## config.mk

```make
export PLATFORM = sky130hd
export DESIGN_NAME = core_run_ctrl
export DESIGN_NICKNAME = d
export VERILOG_FILES = /design/src/rtl/core_run_pkg.sv /design/src/rtl/run_cycle_ctr.sv /design/src/rtl/core_run_ctrl.sv
export SDC_FILE = /design/constraint.sdc
export NUM_CORES = 1
export LEC_CHECK = 0
export ABC_AREA = 1
export BUFFER_PORTS_ARGS = -buffer_cell sky130_fd_sc_hd__buf_2
export CAP_MARGIN = 15
export CORE_MARGIN = 10
export CORE_UTILIZATION = 54
export DETAILED_ROUTE_END_ITERATION = 7
export PLACE_DENSITY_LB_ADDON = 0.15
export SYNTH_ARGS = -nofsm -noshare
export SYNTH_HDL_FRONTEND = slang
export SYNTH_SLANG_ARGS = --single-unit
```

## constraint.sdc

```tcl
create_clock -name clk -period 1.75 [get_ports clk]
set_clock_uncertainty 0.05 [all_clocks]
set_input_delay 0.175 -clock clk [delete_from_list [all_inputs] [get_ports clk]]
set_output_delay 0.175 -clock clk [all_outputs]
set_load 0.02 [all_outputs]
```

## src/rtl/core_run_pkg.sv

```systemverilog
// core_run_pkg: shared types and default parameters for the host-side core run
// sequencer (core_run_ctrl and its cycle counter).
//  run_state_t      : sequencer state encoding
//  *_DEF            : default parameter values
//  holds_core_reset : states in which the processor is kept in reset
package core_run_pkg;

    typedef enum logic [2:0] {
        IDLE = 3'd0,
        RST  = 3'd1,
        REQ  = 3'd2,
        RUN  = 3'd3,
        DONE = 3'd4
    } run_state_t;

    localparam int unsigned RST_CYC_DEF = 32'd2;
    localparam int unsigned CNT_W_DEF   = 32'd16;
    localparam int unsigned TMO_LIM_DEF = 32'd4095;
    localparam int unsigned ID_W_DEF    = 32'd8;

    // The core is only out of reset while it is being requested or running.
    function automatic logic holds_core_reset(input run_state_t s);
        logic r;
        case (s)
            IDLE:    r = 1'b1;
            RST:     r = 1'b1;
            REQ:     r = 1'b0;
            RUN:     r = 1'b0;
            DONE:    r = 1'b1;
            default: r = 1'b1;
        endcase
        return r;
    endfunction

endpackage

```

## src/rtl/run_cycle_ctr.sv

```systemverilog
// run_cycle_ctr: run-length cycle counter with clear, enable and limit flag.
//  clk, reset : clock, synchronous active-high reset
//  clr        : clear count to zero (wins over en)
//  en         : increment count by one
//  cnt        : current count (registered)
//  at_lim     : count equals TMO_LIM
module run_cycle_ctr
    import core_run_pkg::*;
#(
    parameter int unsigned CNT_W   = CNT_W_DEF,
    parameter int unsigned TMO_LIM = TMO_LIM_DEF
) (
    input  logic             clk,
    input  logic             reset,
    input  logic             clr,
    input  logic             en,
    output logic [CNT_W-1:0] cnt,
    output logic             at_lim
);

    // Count register; the controller never enables it at the limit, so it saturates.
    always_ff @(posedge clk) begin
        if (reset) begin
            cnt <= '0;
        end else if (clr) begin
            cnt <= '0;
        end else if (en) begin
            cnt <= cnt + CNT_W'(1);
        end else begin
            cnt <= cnt;
        end
    end

    assign at_lim = (cnt == CNT_W'(TMO_LIM));

endmodule

```

## src/rtl/core_run_ctrl.sv

```systemverilog
// core_run_ctrl: host-side run sequencer for the processor top level.
// Holds the core in reset, releases it, pulses req, waits for done, measures
// the run length, flags runaway runs and pulses finished at the end of a run.
//  clk, reset  : clock, synchronous active-high reset
//  start       : run request (sampled in IDLE only)
//  abort       : cancel, honoured in RST/REQ/RUN
//  core_done   : done from processor
//  core_reset  : reset to processor
//  core_req    : one-cycle request to processor
//  busy        : sequencer is not idle
//  finished    : one-cycle pulse at the end of a completed or timed-out run
//  timeout     : last run hit TMO_LIM (held until next start)
//  cycles      : cycle count of last/current run
//  run_cnt     : number of finished runs (wrapping)
module core_run_ctrl
    import core_run_pkg::*;
#(
    parameter int unsigned RST_CYC = RST_CYC_DEF,
    parameter int unsigned CNT_W   = CNT_W_DEF,
    parameter int unsigned TMO_LIM = TMO_LIM_DEF,
    parameter int unsigned ID_W    = ID_W_DEF
) (
    input  logic             clk,
    input  logic             reset,
    input  logic             start,
    input  logic             abort,
    input  logic             core_done,
    output logic             core_reset,
    output logic             core_req,
    output logic             busy,
    output logic             finished,
    output logic             timeout,
    output logic [CNT_W-1:0] cycles,
    output logic [ID_W-1:0]  run_cnt
);

    localparam int unsigned RCW = (RST_CYC > 32'd1) ? $clog2(RST_CYC) : 32'd1;

    run_state_t     state_r;
    run_state_t     state_nxt_s;
    logic [RCW-1:0] rst_cnt_r;
    logic           launch_s;
    logic           cnt_en_s;
    logic           set_tmo_s;
    logic           at_lim_s;

    run_cycle_ctr #(
        .CNT_W   (CNT_W),
        .TMO_LIM (TMO_LIM)
    ) u_cycle_ctr (
        .clk    (clk),
        .reset  (reset),
        .clr    (launch_s),
        .en     (cnt_en_s),
        .cnt    (cycles),
        .at_lim (at_lim_s)
    );

    // Next-state logic; abort always wins, and done wins over the timeout.
    always_comb begin
        state_nxt_s = state_r;
        launch_s    = 1'b0;
        cnt_en_s    = 1'b0;
        set_tmo_s   = 1'b0;
        case (state_r)
            IDLE: begin
                if (start && !abort) begin
                    state_nxt_s = RST;
                    launch_s    = 1'b1;
                end else begin
                    state_nxt_s = IDLE;
                end
            end
            RST: begin
                if (abort) begin
                    state_nxt_s = IDLE;
                end else if (rst_cnt_r == '0) begin
                    state_nxt_s = REQ;
                end else begin
                    state_nxt_s = RST;
                end
            end
            REQ: begin
                if (abort) begin
                    state_nxt_s = IDLE;
                end else begin
                    state_nxt_s = RUN;
                    cnt_en_s    = 1'b1;
                end
            end
            RUN: begin
                if (abort) begin
                    state_nxt_s = IDLE;
                end else if (core_done) begin
                    state_nxt_s = DONE;
                end else if (at_lim_s) begin
                    state_nxt_s = DONE;
                    set_tmo_s   = 1'b1;
                end else begin
                    state_nxt_s = RUN;
                    cnt_en_s    = 1'b1;
                end
            end
            DONE: begin
                state_nxt_s = IDLE;
            end
            default: begin
                state_nxt_s = IDLE;
            end
        endcase
    end

    // State register.
    always_ff @(posedge clk) begin
        if (reset) begin
            state_r <= IDLE;
        end else begin
            state_r <= state_nxt_s;
        end
    end

    // Reset-hold countdown: loaded on launch, runs down while in RST.
    always_ff @(posedge clk) begin
        if (reset) begin
            rst_cnt_r <= '0;
        end else if (launch_s) begin
            rst_cnt_r <= RCW'(RST_CYC - 32'd1);
        end else if ((state_r == RST) && (rst_cnt_r != '0)) begin
            rst_cnt_r <= rst_cnt_r - RCW'(1);
        end else begin
            rst_cnt_r <= rst_cnt_r;
        end
    end

    // Timeout flag: cleared by a new launch, set when RUN gives up at the limit.
    always_ff @(posedge clk) begin
        if (reset) begin
            timeout <= 1'b0;
        end else if (launch_s) begin
            timeout <= 1'b0;
        end else if (set_tmo_s) begin
            timeout <= 1'b1;
        end else begin
            timeout <= timeout;
        end
    end

    // Completed-run counter, bumped on the DONE cycle and wrapping naturally.
    always_ff @(posedge clk) begin
        if (reset) begin
            run_cnt <= '0;
        end else if (state_r == DONE) begin
            run_cnt <= run_cnt + ID_W'(1);
        end else begin
            run_cnt <= run_cnt;
        end
    end

    // Outputs registered from the next state so they line up with state_r.
    always_ff @(posedge clk) begin
        if (reset) begin
            core_reset <= 1'b1;
            core_req   <= 1'b0;
            busy       <= 1'b0;
            finished   <= 1'b0;
        end else begin
            core_reset <= holds_core_reset(state_nxt_s);
            core_req   <= (state_nxt_s == REQ);
            busy       <= (state_nxt_s != IDLE);
            finished   <= (state_nxt_s == DONE);
        end
    end

endmodule

```

* Word-level counts from Yosys, hierarchy flattened *
Index checks and enable logic that the tools add are counted.

word-level totals
  bits in registers = 33
  input bits = 5
  output and inout bits = 29
  logic and storage cells = 50

cells by class
  add/subtract/negate cells = 3
  equality and inequality tests = 8
  mux-type cells = 22
  reductions and logical operators = 8

operators with widths
  kind                                                                     count
  16-bit by 1-bit adder with 16-bit output, second input constant          1
  16-bit by 12-bit equality test with 1-bit output, second input constant  1
  1-bit 2-to-1 mux                                                         14
  3-bit by 2-bit equality test with 1-bit output, second input constant    4
  3-bit one-hot mux with 4 select lines                                    1
  3-bit 2-to-1 mux                                                         3
  8-bit by 1-bit adder with 8-bit output, second input constant            1
  3-bit equality test, second input constant                               2
  2-bit 2-to-1 mux                                                         3
  2-bit OR reduction                                                       2
  3-bit by 1-bit equality test with 1-bit output, second input constant    1
  3-bit logical NOT                                                        1
  3-bit nonzero test                                                       1
  1-bit logical AND                                                        2
  1-bit one-hot mux with 2 select lines                                    1
  2-bit nonzero test                                                       1
  1-bit logical NOT                                                        1
  1-bit subtractor, second input constant                                  1

* Depth between registers and ports, before layout *
Gate-level depths: netlist (run 1).

  depth in word-level cells = 8
  gate-level depth with buffers = 10
  depth with buffers taken out = 10

* Modules after synthesis *
Synthesis (run 1) repeated with hierarchy kept, for this count alone.

second synthesis, totals
  cells, all modules = 238
  area total of the unflattened synthesis = 1589.0 um2

modules (own cells, without submodules)
  module         instances  cells an instance  area an instance (um2)  seq. area each (um2)
  run_cycle_ctr  1          133                848.3                   320.3
  core_run_ctrl  1          105                740.7                   340.3

* Least setup slack after synthesis (run 1) *
Ideal clock, no wire load.

  kind = reg-to-reg
  from = reg u_cycle_ctr.cnt[0]
  to = reg u_cycle_ctr.cnt[13]
  setup time = 0.070 ns
  arrival = 1.643 ns
  required time = 1.630 ns
  path slack = -0.013 ns
  cell stages (with the launch flop) = 9
  buffers on the path = 1
  period minus slack after synthesis = 1.763 ns
  cell sequence = dfxtp_1 > ha_1 > nand3_2 > nor2_4 > nand3_4 > nand3_4 > buf_6 > nand2_1 > a21oi_1

between the ends
  word-level cells in the longest chain between the ends = 5
  elaborated cells on any way between the ends = 6
  classes of those cells = add/sub (1); eq/ne (1); mux (4)

ends and longest elaborated chain
  what                                              RTL line             text
  from (decl)                                       run_cycle_ctr.sv:17  output logic [CNT_W-1:0] cnt,
  from (signal assigned)                            run_cycle_ctr.sv:28  cnt <= cnt + CNT_W'(1);
  from (signal assigned)                            run_cycle_ctr.sv:30  cnt <= cnt;
  16-bit by 12-bit equality test with 1-bit output  run_cycle_ctr.sv:34  assign at_lim = (cnt == CNT_W'(TMO_LIM));
  1-bit 2-to-1 mux                                  core_run_ctrl.sv:96  end else if (at_lim_s) begin
  1-bit 2-to-1 mux                                  core_run_ctrl.sv:94  end else if (core_done) begin
  1-bit 2-to-1 mux                                  core_run_ctrl.sv:92  if (abort) begin
  1-bit one-hot mux with 2 select lines             core_run_ctrl.sv:65  case (state_r)

Several ways; a longest one is shown, not always the timed one.
A chain may end at the register's enable or synchronous reset.

* Worst setup path in the final report (run 1) *
  from = reg u_cycle_ctr.cnt[1]
  to = reg u_cycle_ctr.cnt[0]

between the ends
  word-level cells in the longest chain between the ends = 5

ends and longest elaborated chain
  what                                              RTL line
  16-bit by 12-bit equality test with 1-bit output  run_cycle_ctr.sv:34
  1-bit 2-to-1 mux                                  core_run_ctrl.sv:96
  1-bit 2-to-1 mux                                  core_run_ctrl.sv:94
  1-bit 2-to-1 mux                                  core_run_ctrl.sv:92
  1-bit one-hot mux with 2 select lines             core_run_ctrl.sv:65

No other way between the ends.

==> impl_metrics.toml, run 1 <==
[power]
p_int_mw = 0.9285
cellPowerDensity_nw_per_um2 = 593.8
pwr-share-clk_pct = 33.0
power_frac_seq_pct = 61.9
vdd_drop_max_uv = 579.5
p_sw_share_pct = 24.44
leakagePower_nw = 0.9154
total_power_mw = 1.229
switching_power_mw = 0.3004
p_comb_share_pct = 5.1

[sta]
relSlewSlack_pct = 75.07
setup_viol = 0
final_hold_viol_count = 0
worstMarginPinSlew_ns = 0.3711
timing.fmax_ghz = 0.6323
rsz0062_at_grt = "false"
period_minus_slack_ns = 1.582
slew_violations = 0
fin_setup_tns_ns = 0
finalCritPeriodShare_pct = 90.37

[layout]
diodes = 0
mostFrequentLayoutCells = "nand2_1, nor2_1, buf_2"
register_area_um2 = 661.9
drive_gt1_share_pct = 21.04
final_common_cell = "nand2_1"
multi_input_area_um2 = 952.2
syn_to_final_growth_pct = 18.40
utilization_pct = 67.24
nNetsFinal = 315
final_cell_area_um2 = 2069
nFillCells = 296

[place]
io_buffers = 33
dp_hpwl_um = 3164
place_area_um2 = 2006
place_congestion = 0.8679

[worst_setup_path]
crit_path_cell_trace = "ha_1, nand3_2, nor2_4, nand3_4, nand3_2, nand2_1, a21oi_1"
worst_setup_path_start_kind = "flip-flop"
cpMostUsedCell = "nand3_2"
endpoint_kind = "flip-flop"
cp.arrival_ns = 1.79
cpPeakStageDelay_ns = 0.34
worstPathRequired_ns = 1.96
path_class = "reg -> reg"
critPathSlowestCell = "dfxtp_1"
critPathMaxFanout = 8

[die]
design.die.area_um2 = 5913
core_area_um2 = 3078
start_util_pct = 56.79
fp.dieW_um = 76.90
io_pins = 34
rows = 20
die_y_um = 76.90

[route]
wl_per_cell_um = 12.18
vias = 1759
viasPerCell = 4.983
drt-initial-drc-count = 154
drc_errors = 0
dr.pass1.iters = 4
ant_nets = 0
drt-total-wl_um = 4300

[clock_tree]
path_clk_slew_ns = 0.09
cts_tree = "built"
postCtsSetupRepairBufs = 0
clkSinkCount = 33
cts_buffers = 5
cts-root-buf = "clkbuf_4"
clockBufferDepth = 2
clk-insertion-delay-late_ns = 0.34
htreeDepth = 2

[global_routing]
grt_start_max_net_pins = 18
antenna_found_initial = 0
grt_pass1_wl_um = 7224
grt_pass1_vias = 1579
grt_overflow_total = 0
grt.total_usage_pct = 14.46

[yosys]
ys_seq_area_share_pct = 37.80
synth_nets = 270
yosys_warnings = 0
synth_seq_cells = 33
avgSynthCellArea_um2 = 6.646
yosys.cell_types.count = 26
syn_inst = 263
syn_area_um2 = 1748

[outcome]
status = "complete, no violations"

[hold_path]
hp-class = "in -> reg"

[job]
maxCapViolCount = 0
==> worst max-delay path: cells and delay by family, from the launching register on <==
kind,cells,cell delay [ns]
flops,1,0.34
compound gates,1,0.13
simple gates,5,0.75
fa+ha+maj,1,0.24
==> path summary, 6_finish.rpt <==
| check | endpoint | depth (start not counted) | slack, ns | startpoint |
|---|---|---|---|---|
| setup / recovery | u_cycle_ctr.cnt[0] | 7 | 0.17 | u_cycle_ctr.cnt[1] |
| hold / removal | state_r[0] | 2 | 0.06 | reset |
| setup reg to reg | u_cycle_ctr.cnt[0] | 7 | 0.17 | u_cycle_ctr.cnt[1] |
| hold reg to reg | run_cnt[2] | 2 | 0.43 | run_cnt[2] |
==> state kept, by name, summed over array words and instances (netlist names) <==
register,flops
finished,1
core_reset,1
u_cycle_ctr.cnt,16
busy,1
core_req,1
rst_cnt_r,1
state_r,3
run_cnt,8
timeout,1
==> power by group through the flow <==
| stage | Combinational, mW | Clock (mW) | Sequential, mW |
|---|---|---|---|
| 2_1_floorplan | 0.0373 | 0 | 0.782 |
| 3_3_place_gp | 0.0616 | 0 | 0.778 |
| 3_5_place_dp | 0.0612 | 0 | 0.778 |
| 4_1_cts | 0.0614 | 0.419 | 0.761 |
| 5_1_grt | 0.0704 | 0.450 | 0.762 |
| 6_report | 0.0622 | 0.406 | 0.761 |
==> layout make-up <==
class	instances	share of cell area [%]
Multi-Input combinational cell	194	46.01
Sequential cell	33	31.98
Timing Repair Buffer	41	10.88
Inverter	33	5.986
Tap cell	44	2.660
Clock buffer	6	1.995
Clock inverter	2	0.4837
==> logic make-up (layout without fill, tap and decap cells) <==
| logic type | Yosys count | count (layout) | share of synthesized area (%) |
|---|---|---|---|
| DFF | 33 | 33 | 37.80 |
| buffers and inverters | 37 | 82 | 8.446 |
| xor gates and xnor gates | 5 | 5 | 2.506 |
| adders and majority gates | 2 | 2 | 1.431 |
| AOI/OAI and AO/OA | 30 | 30 | 8.876 |
| and+or+nand+nor | 156 | 157 | 40.95 |
==> what timing repair did <==
| action | CTS | global route |
|---|---|---|
| setup endpoints to repair | 0 | 10 |
| gates resized for setup | 0 | 1 |
| hold buffers | 0 | 0 |
==> synthesized netlist by cell type <==
library cell  number  share of area, %
buf_2              1              0.29
buf_1              1              0.21
nor2_2             1              0.36
buf_6              1              0.64
a21oi_1           20               5.7
dfxtp_1           33                38
nor2_1            36               7.7
inv_1             27               5.8
nand3b_1           2              0.86
xnor2_1            3               1.5
nor3_4             1              0.93
nand2_1           78                17
nand3_4            2               2.0
xor2_1             2               1.0
nand3_1           20               5.7
ha_1               2               1.4
o21ai_0            6               1.7
nand4_1           11               3.9
nor3_1             1              0.29
clkbuf_1           1              0.21
inv_2              6               1.3
o21a_1             2              0.86
nor3_2             2               1.1
nand3_2            1              0.57
o21ai_1            2              0.57
nor2_4             1              0.64
==> stage by stage <==
step / hold WS (ns) / setup slack, ns / cells
3_5_place_dp: 0.4042 / 0.1084 / 344
3_3_place_gp: 0.4068 / 0.1463 / 344
6_report: 0.05701 / 0.1684 / 353
4_1_cts: 0.03698 / 0.1045 / 352
5_1_grt: 0.04736 / 0.01276 / 353
2_1_floorplan: 0.3364 / 0.04077 / 263
==> routing by layer <==
metal	global-route usage, %	up-vias	share of wire (%)
met3	5.245	9	8.0
met4	5.019	0	1.5
met5	0	-	0
li1	-	936	-
met2	19.90	61	41
met1	19.95	753	50
Power figures use the tool's default switching activity.
==> run 2: changes to the inputs <==
--- a/config.mk
+++ b/config.mk
@@ -9,7 +9,8 @@
 export BUFFER_PORTS_ARGS = -buffer_cell sky130_fd_sc_hd__buf_2
 export CAP_MARGIN = 15
 export CORE_MARGIN = 10
-export CORE_UTILIZATION = 54
+export CORE_UTILIZATION = 57
+export CTS_BUF_LIST = sky130_fd_sc_hd__clkbuf_4 sky130_fd_sc_hd__clkbuf_8
 export DETAILED_ROUTE_END_ITERATION = 7
 export PLACE_DENSITY_LB_ADDON = 0.15
 export SYNTH_ARGS = -nofsm -noshare
==> run 2 against run 1 <==
  * Clock power is 4% higher
  * Critical path depth is 1 higher
  * Global-route usage is 2.4 points higher
  * Register-to-register slack better by 0.02 ns
  * Core utilization is 1.6 points higher
  * Combinational power is 0.8% higher
  * Via count is 5.2% higher
  * Die area is 3.9% lower
  * Largest cell class unchanged
  * Largest power group unchanged
==> impl_metrics.toml, run 2 (synthesis results as in run 1) <==
[layout]
top_register = "u_cycle_ctr.cnt"
syn_to_final_growth_pct = 18.18
reg_top3 = "u_cycle_ctr.cnt x16, run_cnt x8, state_r x3"
utilization_pct = 68.79
mostFrequentLayoutCells = "nand2_1, nor2_1, buf_2"
diodes = 0
largest_reg_flops = 16
final_cell_area_um2 = 2066
nNetsFinal = 315
nFillCells = 293
drive_gt1_share_pct = 22.01
stdcell_count = 342
final_common_cell = "nand2_1"

[place]
dpl.cell_count = 333
place_area_um2 = 1992
dp_hpwl_um = 3470
pre_cts_ws_ns = 0.09221
io_buffers = 33
place_congestion = 0.9292

[worst_setup_path]
critPathSlowestCell = "dfxtp_1"
cpPeakStageDelay_ns = 0.39
critPathMaxFanout = 6
path_class = "reg -> reg"
cp_num_buf_inv = 0
worstPathRequired_ns = 1.94
r2r-end = "run_cnt[7]"
crit_path_cell_trace = "nor2_1, nand2_1, nor2_1, nand2_1, nor3_2, nand3_1, nand2_1, nor2_1"
worst_setup_path_start_kind = "flip-flop"
r2r_setup_slack_ns = 0.19
cp.arrival_ns = 1.75
cpLargestDelayFamily = "simple AND/OR/NAND/NOR gates"
timing.rr.start = "state_r[0]"
endpoint_kind = "flip-flop"
rr_worst_depth = 8

[hold_path]
hp-class = "in -> reg"
hold_path_depth = 2
min_from = "reset"
min_to = "state_r[0]"

[sta]
slew_violations = 0
period_minus_slack_ns = 1.557
rsz0062_at_grt = "false"
worstMarginPinSlew_ns = 0.3870
relSlewSlack_pct = 74.14
setup_slack_ns = 0.1925
fin_setup_tns_ns = 0
final_hold_viol_count = 0
setup_viol = 0
finalCritPeriodShare_pct = 89.00
timing.fmax_ghz = 0.6421

[global_routing]
grt_pass1_wl_um = 7527
antenna_found_initial = 0
grt_start_max_net_pins = 18
grt_pass1_vias = 1727
grt.total_usage_pct = 16.85
grt_overflow_total = 0

[die]
die_y_um = 75.38
fp.dieW_um = 75.38
core_area_um2 = 3003
start_util_pct = 58.21
design.die.area_um2 = 5681
rows = 20
io_pins = 34

[clock_tree]
clkSinkCount = 33
cts_tree = "built"
htreeDepth = 2
cts-root-buf = "clkbuf_4"
clockBufferDepth = 2
path_clk_slew_ns = 0.11
clk-insertion-delay-late_ns = 0.35
cts_buffers = 5

[power]
cellPowerDensity_nw_per_um2 = 602.8
leakagePower_nw = 0.9150
vdd_drop_max_uv = 516.0

[route]
wl_per_cell_um = 13.19
viasPerCell = 5.409
drt-initial-drc-count = 182
drt-total-wl_um = 4512
vias = 1850
dr.pass1.iters = 4
drc_errors = 0
ant_nets = 0

[job]
maxCapViolCount = 0

[outcome]
status = "complete, no violations"
## run 2: changes by cell type in the layout (fill, tap and decap cells not counted), sizes merged
cell	before	now
clkinvlp	0	1
clkbuf	6	5
## run 2: worst max path at each step
stage,startpoint,to,slack [ns],depth (start not counted)
global route,u_cycle_ctr.cnt[6],u_cycle_ctr.cnt[14],0.06,8
CTS,u_cycle_ctr.cnt[1],u_cycle_ctr.cnt[13],0.06,8
detailed placement,u_cycle_ctr.cnt[1],u_cycle_ctr.cnt[13],0.09,8
global placement,u_cycle_ctr.cnt[1],u_cycle_ctr.cnt[13],0.19,8
finish,state_r[0],run_cnt[7],0.19,8
floorplan,u_cycle_ctr.cnt[1],u_cycle_ctr.cnt[13],0.04,8
## run 2: worst register-to-register path, stage by stage, from the launching register on
cell and delay, ns:
dfxtp_1 0.39, nor2_1 0.16, nand2_1 0.15, nor2_1 0.18, nand2_1 0.12, nor3_2 0.19
nand3_1 0.10, nand2_1 0.08, nor2_1 0.04
## run 2: where the power goes
part / internal [mW] / switching, mW
registers: 0.757 / 0.00464
logic: 0.0188 / 0.0439
clock network: 0.151 / 0.270
## run 2: repair_timing
action / 4_1_cts / 5_1_grt
hold buffers: 0 / 0
setup buffers: 0 / 0
endpoints found under the setup margin: 0 / 14
resized for setup: 0 / 3
## run 2: layout make-up
type,count,area [um^2],share of cell area [%]
Multi-Input combinational cell,194,957.2,46.34
Clock inverter,3,17.52,0.8480
Timing Repair Buffer,41,225.2,10.90
Tap cell,33,41.29,1.999
Inverter,33,123.9,5.996
Clock buffer,5,37.54,1.817
Sequential cell,33,663.1,32.10
## run 2: per-stage QoR
step / power (mW) / hold WS [ns]
after global placement: 0.8386 / 0.4019
final: 1.245 / 0.04503
after global routing: 1.283 / 0.06526
after floorplan: 0.8188 / 0.3364
after detailed placement: 0.8396 / 0.4117
after CTS: 1.252 / 0.04098
## run 2: routing by layer
| metal | wire, um | GRT usage, % | vias to the layer above |
|---|---|---|---|
| met4 | 73 | 7.423 | 0 |
| met5 | 0 | 0 | - |
| met3 | 241 | 3.646 | 8 |
| met1 | 1891 | 19.66 | 840 |
| li1 | - | - | 942 |
| met2 | 2305 | 28.90 | 60 |
